### config.mk
export PLATFORM = sky130hd
export DESIGN_NAME = debug_controller_flat
export DESIGN_NICKNAME = d
export VERILOG_FILES = /design/src/rtl/debug_controller_if.sv /design/src/rtl/debug_controller.sv /design/src/flat_wrapper.sv
export SDC_FILE = /design/constraint.sdc
export NUM_CORES = 1
export LEC_CHECK = 0
export CAP_MARGIN = 30
export CORE_AREA = 2 2 453 455
export CTS_CLUSTER_SIZE = 25
export DETAILED_ROUTE_END_ITERATION = 7
export DIE_AREA = 0 0 455 457
export SYNTH_ARGS = -nofsm -noshare
export SYNTH_HDL_FRONTEND = slang
export SYNTH_SLANG_ARGS = --single-unit
export TNS_END_PERCENT = 30
### constraint.sdc
create_clock -name clk -period 2.3 [get_ports clk]
set_input_delay 0.23 -clock clk [delete_from_list [all_inputs] [get_ports clk]]
set_output_delay 0.23 -clock clk [all_outputs]
set_load 0.005 [all_outputs]
### src/rtl/debug_controller_if.sv
// rtl/debug_controller_if.sv - UART, instruction-load, datapath-control and debug-read signals of debug_controller
interface debug_controller_if #(
    parameter int PC_BITS          = 32,
    parameter int INSTRUCTION_BITS = 32,
    parameter int PROC_BITS        = 32,
    parameter int DATA_ADDRS_BITS  = 10,
    parameter int RF_REGS_LEN      = 1024
);
    logic [7:0]                  i_rx_data;
    logic                        i_rx_valid;
    logic [7:0]                  o_tx_data;
    logic                        o_tx_start;
    logic                        i_tx_busy;
    logic                        i_halt;
    logic [RF_REGS_LEN-1:0]      i_rf_regs;
    logic [PROC_BITS-1:0]        i_mem_data;
    logic                        o_dp_enable;
    logic                        o_write_inst_mem;
    logic [PC_BITS-1:0]          o_inst_mem_addr;
    logic [INSTRUCTION_BITS-1:0] o_inst_mem_data;
    logic                        o_debug_read_data;
    logic [DATA_ADDRS_BITS-1:0]  o_debug_read_address;
    logic                        o_busy;

    modport master (
        input  i_rx_data, i_rx_valid, i_tx_busy, i_halt, i_rf_regs, i_mem_data,
        output o_tx_data, o_tx_start, o_dp_enable, o_write_inst_mem, o_inst_mem_addr,
               o_inst_mem_data, o_debug_read_data, o_debug_read_address, o_busy
    );

    modport slave (
        output i_rx_data, i_rx_valid, i_tx_busy, i_halt, i_rf_regs, i_mem_data,
        input  o_tx_data, o_tx_start, o_dp_enable, o_write_inst_mem, o_inst_mem_addr,
               o_inst_mem_data, o_debug_read_data, o_debug_read_address, o_busy
    );
endinterface

### src/rtl/debug_controller.sv
// rtl/debug_controller.sv - UART host sequencer: program load, run/step of the datapath, register/memory dump
// Optional CYCLE_COUNT_EN: appends a 32-bit count of enabled datapath cycles to every dump.
module debug_controller #(
    parameter int PC_BITS          = 32,
    parameter int INSTRUCTION_BITS = 32,
    parameter int PROC_BITS        = 32,
    parameter int DATA_ADDRS_BITS  = 10,
    parameter int RF_REGS_LEN      = 1024,
    parameter int DUMP_WORDS       = 16
) (
    input logic               clk,
    input logic               rst,
    debug_controller_if.master bus
);
    localparam int IDX_BITS = (DATA_ADDRS_BITS > 5) ? DATA_ADDRS_BITS : 5;

    typedef enum logic [3:0] {
        IDLE, LOAD_CNT, LOAD_BYTE, LOAD_WRITE, SEND_ACK, RUN, STEP, DUMP_RF, DUMP_MEM, DUMP_CNT
    } state_t;
    typedef enum logic [1:0] {TX_FREE, TX_SETTLE, TX_DRAIN} tx_phase_t;
    typedef enum logic [1:0] {W_FETCH, W_REQ, W_LATCH, W_SEND} word_phase_t;

    state_t                      state;
    tx_phase_t                   tx_phase;
    word_phase_t                 word_phase;
    logic [7:0]                  word_cnt;
    logic [1:0]                  byte_idx;
    logic [IDX_BITS-1:0]         word_idx;
    logic [INSTRUCTION_BITS-1:0] load_shift;
    logic [31:0]                 tx_word;
    logic [PROC_BITS-1:0]        rf_word;
    logic                        tx_ready;
`ifdef CYCLE_COUNT_EN
    logic [31:0]                 cycle_cnt;
`endif

    assign rf_word  = bus.i_rf_regs[PROC_BITS*int'(word_idx[4:0]) +: PROC_BITS];
    // A new byte may start only after the previous start has been seen and busy has dropped again.
    assign tx_ready = (tx_phase == TX_FREE) && !bus.i_tx_busy;

    always_ff @(posedge clk) begin
        if (rst) begin
            state                    <= IDLE;
            tx_phase                 <= TX_FREE;
            word_phase               <= W_FETCH;
            word_cnt                 <= '0;
            byte_idx                 <= '0;
            word_idx                 <= '0;
            load_shift               <= '0;
            tx_word                  <= '0;
            bus.o_tx_data            <= '0;
            bus.o_tx_start           <= 1'b0;
            bus.o_dp_enable          <= 1'b0;
            bus.o_write_inst_mem     <= 1'b0;
            bus.o_inst_mem_addr      <= '0;
            bus.o_inst_mem_data      <= '0;
            bus.o_debug_read_data    <= 1'b0;
            bus.o_debug_read_address <= '0;
            bus.o_busy               <= 1'b0;
`ifdef CYCLE_COUNT_EN
            cycle_cnt                <= '0;
`endif
        end else begin
            bus.o_tx_start        <= 1'b0;
            bus.o_debug_read_data <= 1'b0;
            if (bus.o_write_inst_mem) begin
                bus.o_write_inst_mem <= 1'b0;
                bus.o_inst_mem_addr  <= bus.o_inst_mem_addr + PC_BITS'(4);
            end
            case (tx_phase)
                TX_SETTLE: tx_phase <= TX_DRAIN;
                TX_DRAIN:  if (!bus.i_tx_busy) tx_phase <= TX_FREE;
                default:   ;
            endcase
`ifdef CYCLE_COUNT_EN
            if (bus.o_dp_enable) cycle_cnt <= cycle_cnt + 32'd1;
`endif
            case (state)
                IDLE: if (bus.i_rx_valid) begin
                    case (bus.i_rx_data)
                        8'h4C: begin
                            state      <= LOAD_CNT;
                            bus.o_busy <= 1'b1;
`ifdef CYCLE_COUNT_EN
                            cycle_cnt  <= '0;
`endif
                        end
                        8'h52: begin
                            state           <= RUN;
                            bus.o_busy      <= 1'b1;
                            bus.o_dp_enable <= !bus.i_halt;
                        end
                        8'h53: begin
                            state           <= STEP;
                            bus.o_busy      <= 1'b1;
                            bus.o_dp_enable <= !bus.i_halt;
                        end
                        default: ;
                    endcase
                end
                LOAD_CNT: if (bus.i_rx_valid) begin
                    if (bus.i_rx_data == 8'h00) begin
                        state      <= IDLE;
                        bus.o_busy <= 1'b0;
                    end else begin
                        word_cnt            <= bus.i_rx_data;
                        bus.o_inst_mem_addr <= '0;
                        byte_idx            <= '0;
                        state               <= LOAD_BYTE;
                    end
                end
                LOAD_BYTE: if (bus.i_rx_valid) begin
                    load_shift <= {load_shift[INSTRUCTION_BITS-9:0], bus.i_rx_data};
                    byte_idx   <= byte_idx + 2'd1;
                    if (byte_idx == 2'd3) state <= LOAD_WRITE;
                end
                LOAD_WRITE: begin
                    bus.o_write_inst_mem <= 1'b1;
                    bus.o_inst_mem_data  <= load_shift;
                    word_cnt             <= word_cnt - 8'd1;
                    state                <= (word_cnt == 8'd1) ? SEND_ACK : LOAD_BYTE;
                end
                SEND_ACK: if (tx_ready) begin
                    bus.o_tx_start <= 1'b1;
                    bus.o_tx_data  <= 8'hAA;
                    tx_phase       <= TX_SETTLE;
                    state          <= IDLE;
                    bus.o_busy     <= 1'b0;
                end
                RUN, STEP: begin
                    if (state == STEP || bus.i_halt) begin
                        bus.o_dp_enable <= 1'b0;
                        state           <= DUMP_RF;
                        word_idx        <= '0;
                        byte_idx        <= '0;
                        word_phase      <= W_FETCH;
                    end else begin
                        bus.o_dp_enable <= 1'b1;
                    end
                end
                DUMP_RF, DUMP_MEM, DUMP_CNT: begin
                    case (word_phase)
                        W_FETCH: begin
                            if (state == DUMP_MEM) begin
                                bus.o_debug_read_data    <= 1'b1;
                                bus.o_debug_read_address <= word_idx[DATA_ADDRS_BITS-1:0];
                                word_phase               <= W_REQ;
                            end else begin
                                word_phase <= W_SEND;
                                if (state == DUMP_RF) tx_word <= 32'(rf_word);
`ifdef CYCLE_COUNT_EN
                                else tx_word <= cycle_cnt;
`endif
                            end
                        end
                        W_REQ: word_phase <= W_LATCH;
                        // Read data is valid exactly one cycle after the request was presented.
                        W_LATCH: begin
                            tx_word    <= 32'(bus.i_mem_data);
                            word_phase <= W_SEND;
                        end
                        W_SEND: if (tx_ready) begin
                            bus.o_tx_start <= 1'b1;
                            bus.o_tx_data  <= tx_word[31:24];
                            tx_word        <= {tx_word[23:0], 8'h00};
                            tx_phase       <= TX_SETTLE;
                            byte_idx       <= byte_idx + 2'd1;
                            if (byte_idx == 2'd3) begin
                                word_phase <= W_FETCH;
                                word_idx   <= word_idx + IDX_BITS'(1);
                                if (state == DUMP_RF && word_idx == IDX_BITS'(31)) begin
                                    state    <= DUMP_MEM;
                                    word_idx <= '0;
                                end else if (state == DUMP_MEM && word_idx == IDX_BITS'(DUMP_WORDS - 1)) begin
                                    word_idx <= '0;
`ifdef CYCLE_COUNT_EN
                                    state    <= DUMP_CNT;
`else
                                    state      <= IDLE;
                                    bus.o_busy <= 1'b0;
`endif
                                end else if (state == DUMP_CNT) begin
                                    word_idx   <= '0;
                                    state      <= IDLE;
                                    bus.o_busy <= 1'b0;
                                end
                            end
                        end
                        default: word_phase <= W_FETCH;
                    endcase
                end
                default: begin
                    state      <= IDLE;
                    bus.o_busy <= 1'b0;
                end
            endcase
        end
    end
endmodule

### src/flat_wrapper.sv
// flat-port wrapper written by rule: the top's interface ports become plain ports
module debug_controller_flat 
#(
    parameter int PC_BITS          = 32,
    parameter int INSTRUCTION_BITS = 32,
    parameter int PROC_BITS        = 32,
    parameter int DATA_ADDRS_BITS  = 10,
    parameter int RF_REGS_LEN      = 1024,
    parameter int DUMP_WORDS       = 16
)
  (clk, rst, bus_i_rx_data, bus_i_rx_valid, bus_i_tx_busy, bus_i_halt, bus_i_rf_regs, bus_i_mem_data, bus_o_tx_data, bus_o_tx_start, bus_o_dp_enable, bus_o_write_inst_mem, bus_o_inst_mem_addr, bus_o_inst_mem_data, bus_o_debug_read_data, bus_o_debug_read_address, bus_o_busy);
  debug_controller_if #(.PC_BITS(PC_BITS), .INSTRUCTION_BITS(INSTRUCTION_BITS), .PROC_BITS(PROC_BITS), .DATA_ADDRS_BITS(DATA_ADDRS_BITS), .RF_REGS_LEN(RF_REGS_LEN)) bus_i ();
  input logic clk;
  input logic rst;
  input wire logic [$bits(bus_i.i_rx_data)-1:0] bus_i_rx_data;
  input wire logic [$bits(bus_i.i_rx_valid)-1:0] bus_i_rx_valid;
  input wire logic [$bits(bus_i.i_tx_busy)-1:0] bus_i_tx_busy;
  input wire logic [$bits(bus_i.i_halt)-1:0] bus_i_halt;
  input wire logic [$bits(bus_i.i_rf_regs)-1:0] bus_i_rf_regs;
  input wire logic [$bits(bus_i.i_mem_data)-1:0] bus_i_mem_data;
  output wire logic [$bits(bus_i.o_tx_data)-1:0] bus_o_tx_data;
  output wire logic [$bits(bus_i.o_tx_start)-1:0] bus_o_tx_start;
  output wire logic [$bits(bus_i.o_dp_enable)-1:0] bus_o_dp_enable;
  output wire logic [$bits(bus_i.o_write_inst_mem)-1:0] bus_o_write_inst_mem;
  output wire logic [$bits(bus_i.o_inst_mem_addr)-1:0] bus_o_inst_mem_addr;
  output wire logic [$bits(bus_i.o_inst_mem_data)-1:0] bus_o_inst_mem_data;
  output wire logic [$bits(bus_i.o_debug_read_data)-1:0] bus_o_debug_read_data;
  output wire logic [$bits(bus_i.o_debug_read_address)-1:0] bus_o_debug_read_address;
  output wire logic [$bits(bus_i.o_busy)-1:0] bus_o_busy;
  assign bus_i.i_rx_data = bus_i_rx_data;
  assign bus_i.i_rx_valid = bus_i_rx_valid;
  assign bus_i.i_tx_busy = bus_i_tx_busy;
  assign bus_i.i_halt = bus_i_halt;
  assign bus_i.i_rf_regs = bus_i_rf_regs;
  assign bus_i.i_mem_data = bus_i_mem_data;
  assign bus_o_tx_data = bus_i.o_tx_data;
  assign bus_o_tx_start = bus_i.o_tx_start;
  assign bus_o_dp_enable = bus_i.o_dp_enable;
  assign bus_o_write_inst_mem = bus_i.o_write_inst_mem;
  assign bus_o_inst_mem_addr = bus_i.o_inst_mem_addr;
  assign bus_o_inst_mem_data = bus_i.o_inst_mem_data;
  assign bus_o_debug_read_data = bus_i.o_debug_read_data;
  assign bus_o_debug_read_address = bus_i.o_debug_read_address;
  assign bus_o_busy = bus_i.o_busy;
  debug_controller #(.PC_BITS(PC_BITS), .INSTRUCTION_BITS(INSTRUCTION_BITS), .PROC_BITS(PROC_BITS), .DATA_ADDRS_BITS(DATA_ADDRS_BITS), .RF_REGS_LEN(RF_REGS_LEN), .DUMP_WORDS(DUMP_WORDS)) u_core (.clk(clk), .rst(rst), .bus(bus_i));
endmodule
* Word-level counts from Yosys, hierarchy flattened
Cells that the tools add are included.
** Word-level totals
- Word-level logic and storage cells :: 178
- Output and inout port bits :: 87
- Input port bits :: 1069
- Register bits after elaboration :: 179
** Cells by class
- Shift-type cells :: 1
- Reductions and logical operators :: 33
- Bitwise operators :: 3
- Equal/unequal tests :: 43
- Mux-type cells :: 77
- Add/sub/neg operators :: 4
** Operators with widths (number)
- variable part select 1024 x 11 -> 32 bit :: 1
- two-way mux 32 bit :: 7
- one-hot mux 32 bit (3 select lines) :: 1
- two-way mux 10 bit :: 7
- two-way mux 4 bit :: 12
- two-way mux 8 bit :: 5
- adder 32 x 3 -> 32 bit (second input constant) :: 1
- one-hot mux 8 bit (2 select lines) :: 2
- one-hot mux 4 bit (7 select lines) :: 1
- two-way mux 2 bit :: 13
- equality test 8 x 7 -> 1 bit (second input constant) :: 3
- AND reduction 11 bit :: 2
- one-hot mux 10 bit (2 select lines) :: 1
- two-way mux 1 bit :: 18
- != test 2 x 1 -> 1 bit (second input constant) :: 9
- equality test 4 x 3 -> 1 bit (second input constant) :: 4
- != test 2 bit (second input constant) :: 8
- one-hot mux 2 bit (4 select lines) :: 2
- one-hot mux 2 bit (2 select lines) :: 3
- one-hot mux 4 bit (3 select lines) :: 1
- adder 10 x 1 -> 10 bit (second input constant) :: 1
- equality test 10 x 4 -> 1 bit (second input constant) :: 1
- equality test 10 x 5 -> 1 bit (second input constant) :: 1
- AND reduction 5 bit :: 2
- 32 further kinds :: 55

* Logic depth before layout (Yosys ltp)
- Depth in word-level cells :: 8
- Depth in mapped cells :: 10
- Gate-level depth less buffers :: 7

* Worst setup path before layout
OpenSTA, ideal clock, no wires.
- Kind :: reg2reg
- From :: reg u_core.word_idx[0]
- To :: reg u_core.tx_word[13]
- Stages on the path, launching flop included :: 7
- Arrival time :: 2281 ps
- Path buffers :: 2
- Path slack :: -113 ps
- Data required time :: 2168 ps
- Library setup time :: 132 ps
- Cells stage by stage :: dfxtp_1 buf_2 clkbuf_1 mux4_2 mux4_2 o32ai_1 nor3_1
** Between the ends
- Longest elaborated chain between the ends :: 4
** Ends and longest elaborated chain
- start, declared :: RTL line debug_controller.sv:28 : logic [IDX_BITS-1:0] word_idx;
- start signal, assigned :: RTL line debug_controller.sv:170 : word_idx <= word_idx + IDX_BITS'(1);
- variable part select 1024 x 11 -> 32 bit :: RTL line debug_controller.sv:37 : assign rf_word = bus.i_rf_regs[PROC_BITS*int'(word_idx[4:0]) +: PROC_BITS];
- two-way mux 32 bit :: RTL line debug_controller.sv:150 : if (state == DUMP_RF) tx_word <= 32'(rf_word);
- two-way mux 32 bit :: RTL line debug_controller.sv:144 : if (state == DUMP_MEM) begin
- one-hot mux 32 bit (3 select lines) :: RTL line debug_controller.sv:142 : case (word_phase)
- end signal, assigned :: RTL line debug_controller.sv:150
- end signal, assigned :: RTL line debug_controller.sv:159 : tx_word <= 32'(bus.i_mem_data);
- end signal, assigned :: RTL line debug_controller.sv:165 : tx_word <= {tx_word[23:0], 8'h00};
- end, declared :: RTL line debug_controller.sv:30 : logic [31:0] tx_word;
Every way passes these cells. The select of a mux whose other input is x is not followed.
A chain may end at the register's enable or synchronous reset.

* Worst setup path after layout
- From :: reg u_core.word_idx[0]
- To :: reg u_core.tx_word[12]
The elaborated chain is that of the path after synthesis.

==> impl_results.md <==
- Pins Over Slew Limit: 0
- I/O Pins: 1,156
- R2R Setup Slk: -0.28 ns
- Bufs and invs on worst path: 4
- Routability congestion estimate: 0.9595
- Port Buf Inserts: 1,153
- CTS Root Cell: clkbuf_16
- Failing checks: setup timing
- R2R depth: 8
- Data required, critical path: 2.64 ns
- DIE AREA: 207,900 um^2
- Leakage: 10.86 nW
- Endpoints failing setup: 38
- Worst path max stage delay: 0.55 ns
- Max_cap viols: 0
- Fin crit period: 2.578 ns
- H-tree depth: 4
- Vias in the first global route: 20,900
- RSZ-0062 raised after global routing: true
- CTS Buffer Depth: 2
- Routed wire per std cell: 29.95 um
- Hold Fails Final Rpt: 0
- Worst Setup End Kind: register
- Syn-to-layout area delta: 121.3%
- Total Power: 10.36 mW
- Hold Crit Class: primary input to register
- Critical path class: register to register
- Worst skew pair latency: 0.51 ns
- TritonRoute pass-1 iters: 5
- First-pass GRT wire length: 210,000 um
- Post-synthesis sequential area ratio: 22.60%
- Die Ht: 457 um
- Via count: 20,060
- Syn avg cell area: 10.60 um^2
- Mapped Area: 15,680 um^2
- PwrDens: 298.5 nW/um^2
- CTS tree: done
- CP max FO: 8
- Number of synthesis warnings: 0
- Post-synth ARST share: 0%
- Critical-path top delay cell: mux4_2
- Worst hold margin: 0.3496 ns
- CP Launch Type: register
- Number of synthesized flops with an enable pin: 0
- Slew headroom: 50.73%
- VDD IR max: 543.2 uV
- Hold Path Depth: 3
- Clk sink count: 177
- Worst Max-Slew Pin Slew: 0.7390 ns
- Fin nets: 3,911
- R2r endpoint: u_core.tx_word[12]
- Vias per inst: 3.596
- Initial antenna violation count: 140
- Status: complete, but fails checks
- Residual DRC: 0
- Fill count: 22,530
- Skew final: 0.04956 ns
- WHS Endpoint: u_core.tx_word[3]
- Fin area: 34,710 um^2
- Placeable Area: 203,300 um^2
- GR Util All Layers: 15.46%
- Number of routed nets with antenna violations: 0
- DRC marker count from the first detailed-route iteration: 1,171
- Fraction of layout cells with a size suffix above 1: 26.65%
- WL final: 167,000 um
- Placed Area: 32,540 um^2
- CP top delay family: multiplexers
- Num CTS Buffers: 17
- Post-DP HPWL: 147,300 um
- Gr ovfl total: 0
- Mapped Cells: 1,479
- Clock slew at reported path FFs: 0.12 ns
- Worst setup margin: -0.2783 ns
- Seq cells post-synth: 177
- Rows: 166
- Yosys cell types: 70
- Critical path data arrival time: 2.92 ns
- FMAX: 387.8 MHz
- Horiz. Die Dim: 455 um
- Top_reg_cell synth: dfxtp_1
- FF-to-FF Start: u_core.word_idx[0]
- Largest net degree at the start of global routing: 130
- Initial Util: 7.712%
- Worst hold start: bus_i_mem_data[3]
- Period utilization: 112.1%
- Cells along the critical path: buf_8 > buf_16 > buf_12 > buf_12 > mux4_2 > mux4_2 > o32ai_2 > nor3_2
- TNS Setup: -5.284 ns
-- metal layers --
layer  wire [um]  vias to the layer above  GRT usage [%]
li1            -                     8699              -
met3       13150                      255          4.441
met4        5490                       54          4.534
met5         317                        -              0
met1       64700                    10000          17.84
met2       83380                     1048          27.36
-- kinds of logic (layout without fill, tap and decap cells) --
family                     Yosys count  count (layout)  synth area share [%]
and+or+nand+nor                    432             432                 12.97
muxes                              365             365                 45.01
AOI/OAI and AO/OA                  296             296                 12.34
DFF                                177             177                 22.60
buffers and inverters              168            1529                 4.492
xor gates and xnor gates            26              26                 1.452
adders and majority gates           14              14                 1.117
other                                1              50               0.02391
-- flip-flops by register name, indices dropped and copies added, names as in the netlist --
signal	flops
u_core.bus.o_inst_mem_data	32
u_core.load_shift	32
u_core.tx_word	32
u_core.bus.o_inst_mem_addr	30
u_core.bus.o_debug_read_address	10
u_core.word_idx	10
u_core.bus.o_tx_data	8
u_core.word_cnt	8
u_core.state	4
u_core.byte_idx	2
u_core.tx_phase	2
u_core.word_phase	2
u_core.bus.o_busy	1
u_core.bus.o_debug_read_data	1
u_core.bus.o_dp_enable	1
u_core.bus.o_tx_start	1
u_core.bus.o_write_inst_mem	1
-- power breakdown --
part / switching, mW / total (mW) / internal [mW]
Combinational: 1.43 / 3.93 / 2.51
Clock: 1.68 / 3.22 / 1.54
Sequential: 0.0712 / 3.20 / 3.13
-- worst reg2reg max path, stage by stage (launching register included) --
cell     delay (ns)
dfxtp_4        0.40
buf_8          0.13
buf_16         0.21
buf_12         0.21
buf_12         0.11
mux4_2         0.47
mux4_2         0.55
o32ai_2        0.29
nor3_2         0.05
-- metrics by stage --
step | utilization, % | instances | setup slack [ns]
floorplan | - | 1480 | -0.01877
global placement | 16.00 | 5455 | -0.3604
detailed placement | 16.00 | 5455 | -0.3849
CTS | 16.68 | 5512 | -0.2714
global route | 17.04 | 5557 | -0.3431
finish | 17.07 | 5577 | -0.2783
-- cell type report --
class / instances / area, um^2 / share of cell area, %
Antenna cell: 48 / 120.1 / 0.3461
Timing Repair Buffer: 1476 / 14790 / 42.61
Clock inverter: 14 / 143.9 / 0.4146
Clock buffer: 18 / 429.2 / 1.237
Sequential cell: 177 / 3562 / 10.26
Multi-Input combinational cell: 1135 / 12220 / 35.21
Inverter: 21 / 80.08 / 0.2307
Tap cell: 2688 / 3363 / 9.690
-- synthesized netlist by cell type, types with 4 or more instances --
cell type,number,area [um^2]
mux4_2,272,6126
nand2_1,185,694.4
dfxtp_1,177,3543
a21oi_1,126,630.6
mux2i_1,92,920.9
clkbuf_1,90,337.8
nor2_1,70,262.8
nor3_1,47,235.2
buf_2,44,220.2
nand3_1,36,180.2
o21ai_0,32,160.2
o22ai_1,27,168.9
o32ai_1,24,210.2
a22o_1,20,175.2
inv_1,18,67.56
or3_1,15,93.84
ha_1,14,175.2
xnor2_1,14,122.6
nand4_1,13,81.33
xor2_1,12,105.1
a22oi_1,11,82.58
nor2b_1,9,56.30
or4_1,9,67.56
buf_1,8,30.03
nor4_1,8,50.05
o221ai_1,8,70.07
and2_1,7,43.79
a31oi_1,6,37.54
o31ai_1,6,45.04
and3_1,5,31.28
buf_4,5,37.54
nand4b_1,5,43.79
o221a_2,4,45.04
-- how the worst max path moves through the flow --
stage                         endpoint  depth (start not counted)          startpoint  slack [ns]
global placement    u_core.tx_word[11]                          8  u_core.word_idx[0]       -0.36
global route        u_core.tx_word[12]                          8  u_core.word_idx[0]       -0.34
finish              u_core.tx_word[12]                          8  u_core.word_idx[0]       -0.28
CTS                 u_core.tx_word[17]                         10  u_core.word_idx[0]       -0.27
detailed placement   u_core.tx_word[8]                          9  u_core.word_idx[0]       -0.38
floorplan           u_core.tx_word[26]                          7  u_core.word_idx[0]       -0.02
-- timing repair --
action	CTS	global route
gates cloned	5	0
resized for setup	96	106
hold buffers	0	0
setup buffers	21	17
pin swaps	12	20
setup endpoints to repair	45	51
hold endpoints to repair	0	0
-- cell usage in the layout, fill, tap and decap left out, types with 7 or more instances in the layout --
cell type,instances
a21oi_1,123
a22o_1,20
a22oi_1,11
buf_12,41
buf_16,7
buf_4,249
buf_6,13
buf_8,13
clkbuf_16,17
clkdlybuf4s50_1,1152
dfxtp_1,172
diode_2,48
ha_1,10
inv_1,17
mux2i_1,57
mux2i_2,18
mux2i_4,17
mux4_2,272
nand2_1,182
nand3_1,36
nand4_1,13
nor2_1,70
nor2b_1,8
nor3_1,37
nor3_2,7
nor4_1,7
o21ai_0,26
o221ai_1,7
o22ai_1,14
o22ai_2,12
o32ai_2,20
or3_1,12
or4_1,9
xnor2_1,14
xor2_1,12
Power figures use the tool's default switching activity.
